## config.mk

```make
export PLATFORM = sky130hd
export DESIGN_NAME = arena_init_flat
export DESIGN_NICKNAME = d
export VERILOG_FILES = /design/src/rtl/arena_if.sv /design/src/rtl/arena_init.sv /design/src/flat_wrapper.sv
export SDC_FILE = /design/constraint.sdc
export NUM_CORES = 1
export LEC_CHECK = 0
export BUFFER_PORTS_ARGS = -buffer_cell sky130_fd_sc_hd__buf_2
export CORE_MARGIN = 1
export CORE_UTILIZATION = 64
export DETAILED_ROUTE_END_ITERATION = 10
export PLACE_DENSITY = 0.88
export SLEW_MARGIN = 20
export SYNTH_ARGS = -nofsm -noshare
export SYNTH_HDL_FRONTEND = slang
export SYNTH_SLANG_ARGS = --single-unit
```

## constraint.sdc

```tcl
create_clock -name CLOCK_50 -period 10.13 [get_ports CLOCK_50]
set_input_delay 1.013 -clock CLOCK_50 [delete_from_list [all_inputs] [get_ports CLOCK_50]]
set_output_delay 1.013 -clock CLOCK_50 [all_outputs]
set_load 0.005 [all_outputs]
```

## src/rtl/arena_if.sv

```systemverilog
// rtl/arena_if.sv - arena sweep request and RAM write port bundle
interface arena_if;
    logic        start;
    logic [18:0] wraddress;
    logic [7:0]  data;
    logic        wren;
    logic        busy;
    logic        done;

    modport master (
        input  start,
        output wraddress, data, wren, busy, done
    );

    modport slave (
        output start,
        input  wraddress, data, wren, busy, done
    );
endinterface

```

## src/rtl/arena_init.sv

```systemverilog
// rtl/arena_init.sv - clears the arena RAM, paints the border and seeds both player squares
module arena_init #(
    parameter int H_RES          = 640,
    parameter int V_RES          = 480,
    parameter int MARGIN         = 16,
    parameter int P1_X           = 216,
    parameter int P2_X           = 424,
    parameter int START_Y        = 240,
    parameter int SQ             = 8,
    parameter logic [7:0] CODE_BORDER = 8'h02,
    parameter logic [7:0] CODE_P1     = 8'h01,
    parameter logic [7:0] CODE_P2     = 8'h80
) (
    input  logic   CLOCK_50,
    input  logic   reset,
    arena_if.master bus
);
    localparam int AW = 19;
    localparam int XW = (H_RES > 2) ? $clog2(H_RES) : 1;
    localparam int YW = (V_RES > 2) ? $clog2(V_RES) : 1;

    localparam logic [XW-1:0] X_LAST = XW'(H_RES - 1);
    localparam logic [YW-1:0] Y_LAST = YW'(V_RES - 1);
    localparam logic [XW-1:0] X_LO   = XW'(MARGIN);
    localparam logic [XW-1:0] X_HI   = XW'(H_RES - 1 - MARGIN);
    localparam logic [YW-1:0] Y_LO   = YW'(MARGIN);
    localparam logic [YW-1:0] Y_HI   = YW'(V_RES - 1 - MARGIN);
    localparam logic [XW-1:0] SQ_XL  = XW'(SQ - 1);
    localparam logic [YW-1:0] SQ_YL  = YW'(SQ - 1);
    localparam logic [AW-1:0] ROW    = AW'(H_RES);
    localparam logic [AW-1:0] P1_BASE = AW'(START_Y * H_RES + P1_X);
    localparam logic [AW-1:0] P2_BASE = AW'(START_Y * H_RES + P2_X);

    typedef enum logic [2:0] {
        IDLE,
        CLEAR,
        SEED_P1,
        SEED_P2,
        DONE
    } state_t;

    state_t         state, state_n;
    logic [XW-1:0]  cx, cx_n;
    logic [YW-1:0]  cy, cy_n;
    logic [AW-1:0]  base, base_n;
    logic [AW-1:0]  addr_q, addr_n;
    logic [7:0]     data_q, data_n;
    logic           wren_q, wren_n;
    logic           busy_q, busy_n;
    logic           done_q, done_n;

    function automatic logic is_border(input logic [XW-1:0] x, input logic [YW-1:0] y);
        return (x < X_LO) || (x > X_HI) || (y < Y_LO) || (y > Y_HI);
    endfunction

    // cx/cy/base always describe the write currently on the outputs; in the
    // seed states they are square-local column/row and the row's start address.
    always_comb begin
        state_n = state;
        cx_n    = cx;
        cy_n    = cy;
        base_n  = base;
        addr_n  = addr_q;
        data_n  = data_q;
        wren_n  = 1'b0;
        busy_n  = 1'b0;
        done_n  = 1'b0;

        case (state)
            IDLE: begin
                if (bus.start) begin
                    state_n = CLEAR;
                    cx_n    = '0;
                    cy_n    = '0;
                    base_n  = '0;
                    addr_n  = '0;
                    data_n  = is_border('0, '0) ? CODE_BORDER : 8'h00;
                    wren_n  = 1'b1;
                    busy_n  = 1'b1;
                end
            end
            CLEAR: begin
                wren_n = 1'b1;
                busy_n = 1'b1;
                if (cx == X_LAST && cy == Y_LAST) begin
                    state_n = SEED_P1;
                    cx_n    = '0;
                    cy_n    = '0;
                    base_n  = P1_BASE;
                    addr_n  = P1_BASE;
                    data_n  = CODE_P1;
                end else begin
                    if (cx == X_LAST) begin
                        cx_n   = '0;
                        cy_n   = cy + 1'b1;
                        base_n = base + ROW;
                    end else begin
                        cx_n   = cx + 1'b1;
                    end
                    addr_n = base_n + AW'(cx_n);
                    data_n = is_border(cx_n, cy_n) ? CODE_BORDER : 8'h00;
                end
            end
            SEED_P1, SEED_P2: begin
                wren_n = 1'b1;
                busy_n = 1'b1;
                data_n = (state == SEED_P1) ? CODE_P1 : CODE_P2;
                if (cx == SQ_XL && cy == SQ_YL) begin
                    if (state == SEED_P1) begin
                        state_n = SEED_P2;
                        cx_n    = '0;
                        cy_n    = '0;
                        base_n  = P2_BASE;
                        addr_n  = P2_BASE;
                        data_n  = CODE_P2;
                    end else begin
                        state_n = DONE;
                        wren_n  = 1'b0;
                        busy_n  = 1'b0;
                        done_n  = 1'b1;
                        data_n  = data_q;
                    end
                end else begin
                    if (cx == SQ_XL) begin
                        cx_n   = '0;
                        cy_n   = cy + 1'b1;
                        base_n = base + ROW;
                    end else begin
                        cx_n   = cx + 1'b1;
                    end
                    addr_n = base_n + AW'(cx_n);
                end
            end
            DONE: begin
                state_n = IDLE;
            end
            default: begin
                state_n = IDLE;
            end
        endcase
    end

    always_ff @(posedge CLOCK_50) begin
        if (reset) begin
            state  <= IDLE;
            cx     <= '0;
            cy     <= '0;
            base   <= '0;
            addr_q <= '0;
            data_q <= '0;
            wren_q <= 1'b0;
            busy_q <= 1'b0;
            done_q <= 1'b0;
        end else begin
            state  <= state_n;
            cx     <= cx_n;
            cy     <= cy_n;
            base   <= base_n;
            addr_q <= addr_n;
            data_q <= data_n;
            wren_q <= wren_n;
            busy_q <= busy_n;
            done_q <= done_n;
        end
    end

    assign bus.wraddress = addr_q;
    assign bus.data      = data_q;
    assign bus.wren      = wren_q;
    assign bus.busy      = busy_q;
    assign bus.done      = done_q;
endmodule
```

## src/flat_wrapper.sv

```systemverilog
// flat-port wrapper written by rule: the top's interface ports become plain ports
module arena_init_flat 
#(
    parameter int H_RES          = 640,
    parameter int V_RES          = 480,
    parameter int MARGIN         = 16,
    parameter int P1_X           = 216,
    parameter int P2_X           = 424,
    parameter int START_Y        = 240,
    parameter int SQ             = 8,
    parameter logic [7:0] CODE_BORDER = 8'h02,
    parameter logic [7:0] CODE_P1     = 8'h01,
    parameter logic [7:0] CODE_P2     = 8'h80
)
  (CLOCK_50, reset, bus_start, bus_wraddress, bus_data, bus_wren, bus_busy, bus_done);
  arena_if bus_i ();
  input  logic CLOCK_50;
  input  logic reset;
  input wire logic [$bits(bus_i.start)-1:0] bus_start;
  output wire logic [$bits(bus_i.wraddress)-1:0] bus_wraddress;
  output wire logic [$bits(bus_i.data)-1:0] bus_data;
  output wire logic [$bits(bus_i.wren)-1:0] bus_wren;
  output wire logic [$bits(bus_i.busy)-1:0] bus_busy;
  output wire logic [$bits(bus_i.done)-1:0] bus_done;
  assign bus_i.start = bus_start;
  assign bus_wraddress = bus_i.wraddress;
  assign bus_data = bus_i.data;
  assign bus_wren = bus_i.wren;
  assign bus_busy = bus_i.busy;
  assign bus_done = bus_i.done;
  arena_init #(.H_RES(H_RES), .V_RES(V_RES), .MARGIN(MARGIN), .P1_X(P1_X), .P2_X(P2_X), .START_Y(START_Y), .SQ(SQ), .CODE_BORDER(CODE_BORDER), .CODE_P1(CODE_P1), .CODE_P2(CODE_P2)) u_core (.CLOCK_50(CLOCK_50), .reset(reset), .bus(bus_i));
endmodule
```

==> impl_metrics.env <==
export IMPL_seq_area_um2=1220
export IMPL_finish_utilization_pct=71.9
export IMPL_power_uw=572
export IMPL_synth_ff_type="dfxtp_1"
export IMPL_place_area_um2=4730
export IMPL_drc=0
export IMPL_cp_arrival_ns=4.62
export IMPL_synth_async_reset_ratio_pct=0
export IMPL_grt_max_degree=61
export IMPL_final_antenna_net_count=0
export IMPL_clock_sinks=61
export IMPL_cap_viol_max_count=0
export IMPL_ys_types=73
export IMPL_worstSetupStartpointType="flip-flop"
export IMPL_ys_ff_latch=61
export IMPL_hold_path_class="reg -> reg"
export IMPL_root_buffer="clkbuf_8"
export IMPL_routed_wirelength_um=13300
export IMPL_ys_seq_area_share_pct=26.4
export IMPL_vdd_drop_max_v=0.000105
export IMPL_start_util_pct=67.0
export IMPL_critPathRequiredTime_ns=10.35
export IMPL_crit_fanout=13
export IMPL_holdBufCountCts=0
export IMPL_final_common_cell="nor2_1"
export IMPL_core_um2=6910
export IMPL_finalInstanceArea_um2=4960
export IMPL_finalClockSkew_ns=0.0153
export IMPL_layout_drive_gt1_share_pct=11.3
export IMPL_max_freq_mhz=227
export IMPL_hold_path_startpoint="u_core.bus.wraddress[1]"
export IMPL_p_seq_share_pct=44.4
export IMPL_groute_usage_overall_pct=36.4
export IMPL_path_cells="ha_1, nand4bb_1, or3_1, nor2_1, xor2_1, ha_1, nand2_1, nor4b_1, or3_1, o211ai_1, or3_1, mux2i_1, a31oi_1"
export IMPL_critical_path_class="reg -> reg"
export IMPL_post_route_period_util_pct=43.4
export IMPL_grt_first_pass_wirelength_um=21400
export IMPL_ys_warn_count=0
export IMPL_post_cts_buffers=0
export IMPL_multi_input_area_um2=3190
export IMPL_setup_tns_ns=0
export IMPL_slowest_delay_ns=0.68
export IMPL_worstSetupStartpoint="u_core.cx[0]"
export IMPL_cp_top_family="simple AND/OR/NAND/NOR gates"
export IMPL_p_leak_nw=1.89
export IMPL_worst_pin_slew_ns=1.04
export IMPL_core_rowCount=30
export IMPL_cts_buffers=9
export IMPL_cts_resized=0
export IMPL_grt_overflow=0
export IMPL_detailed_place_hpwl_um=9150
export IMPL_fin_crit_ns=4.40
export IMPL_dieArea_um2=7580
export IMPL_finalMaxSlewViolations=0
export IMPL_gp_congestion=0.962
export IMPL_first_pass_iters=8
export IMPL_vias=4900
export IMPL_wl_per_cell_um=18.7
export IMPL_synth_edf_count=0
export IMPL_rr_startpoint="u_core.cx[0]"
export IMPL_netSwitchingFraction_pct=28.8
export IMPL_switchingPower_uw=165
export IMPL_p_int_uw=408
export IMPL_synthesis_area_um2=4630
export IMPL_die_width_um=87.1
export IMPL_max_slew_margin_rel_pct=30.5
export IMPL_grt_antenna_before_repair=0
export IMPL_clock_power_share_pct=45.9
export IMPL_setup_violations=0
export IMPL_syn_area_per_cell_um2=7.52
export IMPL_outcome="finished, final reports clean"
export IMPL_area_growth_synth_to_final_pct=7.21
export IMPL_numPortBuffers=27
export IMPL_fillers=563
export IMPL_synth_cells=616
export IMPL_n_antenna_cell=0
export IMPL_h_tree_depth=3
export IMPL_p_comb_share_pct=9.7
export IMPL_cts_tree="done"
export IMPL_cp_common_cell="or3_1"
export IMPL_die_y_um=87.1
export IMPL_crit_path_end_kind="flip-flop"
export IMPL_crit_path_top_delay_cell="or3_1"
export IMPL_clock_latency_ns=0.37
export IMPL_power_density_nw_per_um2=115
export IMPL_io_pins=33
export IMPL_viasPerCell=6.87
export IMPL_path_buf_inv=0
export IMPL_final_cell_mix="nor2_1, dfxtp_1, a21oi_1"
export IMPL_clock_tree_buffer_depth=2
export IMPL_grt_pass1_vias=4442
export IMPL_clk_pin_slew_ns=0.08
export IMPL_dr_first_iter_drc_count=607
export IMPL_rsz0062_at_grt="false"
export IMPL_final_nets=632
export IMPL_hold_viol_final=0
==> power by group through the flow <==
stage	registers, mW	logic (mW)	clock network [mW]
floorplan	0.255	0.0437	0
global placement	0.259	0.0522	0
detailed placement	0.259	0.0535	0
CTS	0.254	0.0541	0.263
global route	0.255	0.0610	0.273
finish	0.254	0.0556	0.263
==> final cells by class <==
| class | instances | share of cell area (%) |
|---|---|---|
| Inverter | 5 | 0.378 |
| Multi-Input combinational cell | 501 | 64.2 |
| Tap cell | 96 | 2.42 |
| Clock inverter | 7 | 2.12 |
| Timing Repair Buffer | 34 | 3.83 |
| Clock buffer | 9 | 2.49 |
| Sequential cell | 61 | 24.6 |
==> path summary, 6_finish.rpt <==
path,slack (ns),cells past startpoint,endpoint
setup / recovery,5.73,13,u_core.bus.wraddress[18]
hold / removal,0.47,2,u_core.bus.wraddress[1]
setup reg to reg,5.73,13,u_core.bus.wraddress[18]
hold reg to reg,0.47,2,u_core.bus.wraddress[1]
==> state kept, by name (all words and copies together) (netlist names) <==
| register | cells |
|---|---|
| u_core.base | 15 |
| u_core.cx | 10 |
| u_core.bus.data | 3 |
| u_core.state | 3 |
| u_core.bus.wraddress | 19 |
| u_core.cy | 9 |
| u_core.bus.wren | 1 |
| u_core.bus.done | 1 |
==> through the flow <==
step | setup slack (ns) | instances | hold WS [ns]
finish | 5.73 | 713 | 0.472
global route | 5.51 | 713 | 0.487
CTS | 5.81 | 713 | 0.475
detailed placement | 5.87 | 697 | 0.465
global placement | 6.09 | 697 | 0.444
floorplan | 6.31 | 620 | 0.453
==> Yosys cell counts (4+ instances only) <==
library cell   n  share of area, %
nor2_1        73               5.9
dfxtp_1       61                26
a21oi_1       56               6.1
nand2_1       55               4.5
clkbuf_1      37               3.0
xnor2_1       31               5.9
o21ai_0       30               3.2
nor3_1        18               1.9
ha_1          17               4.6
xor2_1        15               2.8
a211oi_1      13               2.1
nand2b_1      11               1.5
a311oi_1      10               1.9
nand3_1       10               1.1
nor4_1        10               1.4
a221oi_1       9               1.7
a22oi_1        9               1.5
nand4_1        9               1.2
or3_1          9               1.2
and2_1         7              0.95
or4_1          7               1.1
a31oi_1        6              0.81
buf_2          6              0.65
buf_4          6              0.97
a21o_1         5              0.81
inv_1          5              0.41
mux2i_1        5               1.1
nand3b_1       5              0.81
nor2b_1        5              0.68
o211ai_1       5              0.81
o31ai_1        5              0.81
buf_1          4              0.32
nor3b_1        4              0.65
or2_2          4              0.54
==> worst reg2reg max path: stages (launching register included) <==
cell and delay [ns]:
dfxtp_1 0.42, ha_1 0.33, nand4bb_1 0.29, or3_1 0.68, nor2_1 0.20, xor2_1 0.11, ha_1 0.34, nand2_1 0.08
nor4b_1 0.52, or3_1 0.29, o211ai_1 0.26, or3_1 0.46, mux2i_1 0.18, a31oi_1 0.09
==> metal layers <==
layer  track usage (%)  wire, µm
met3              9.95      1520
met4              17.7       478
met5                 0         0
met1              46.1      5420
met2              57.1      5900
==> cell families after synthesis <==
kind of cell | count (synthesis) | synth area share, %
flops | 61 | 26.4
simple gates | 247 | 27.4
compound gates | 178 | 25.6
buf+inv | 58 | 5.35
other cells | 1 | 0.0810
xor+xnor | 47 | 9.05
fa+ha+maj | 17 | 4.59
mux | 7 | 1.57
Power figures use the tool's default switching activity.
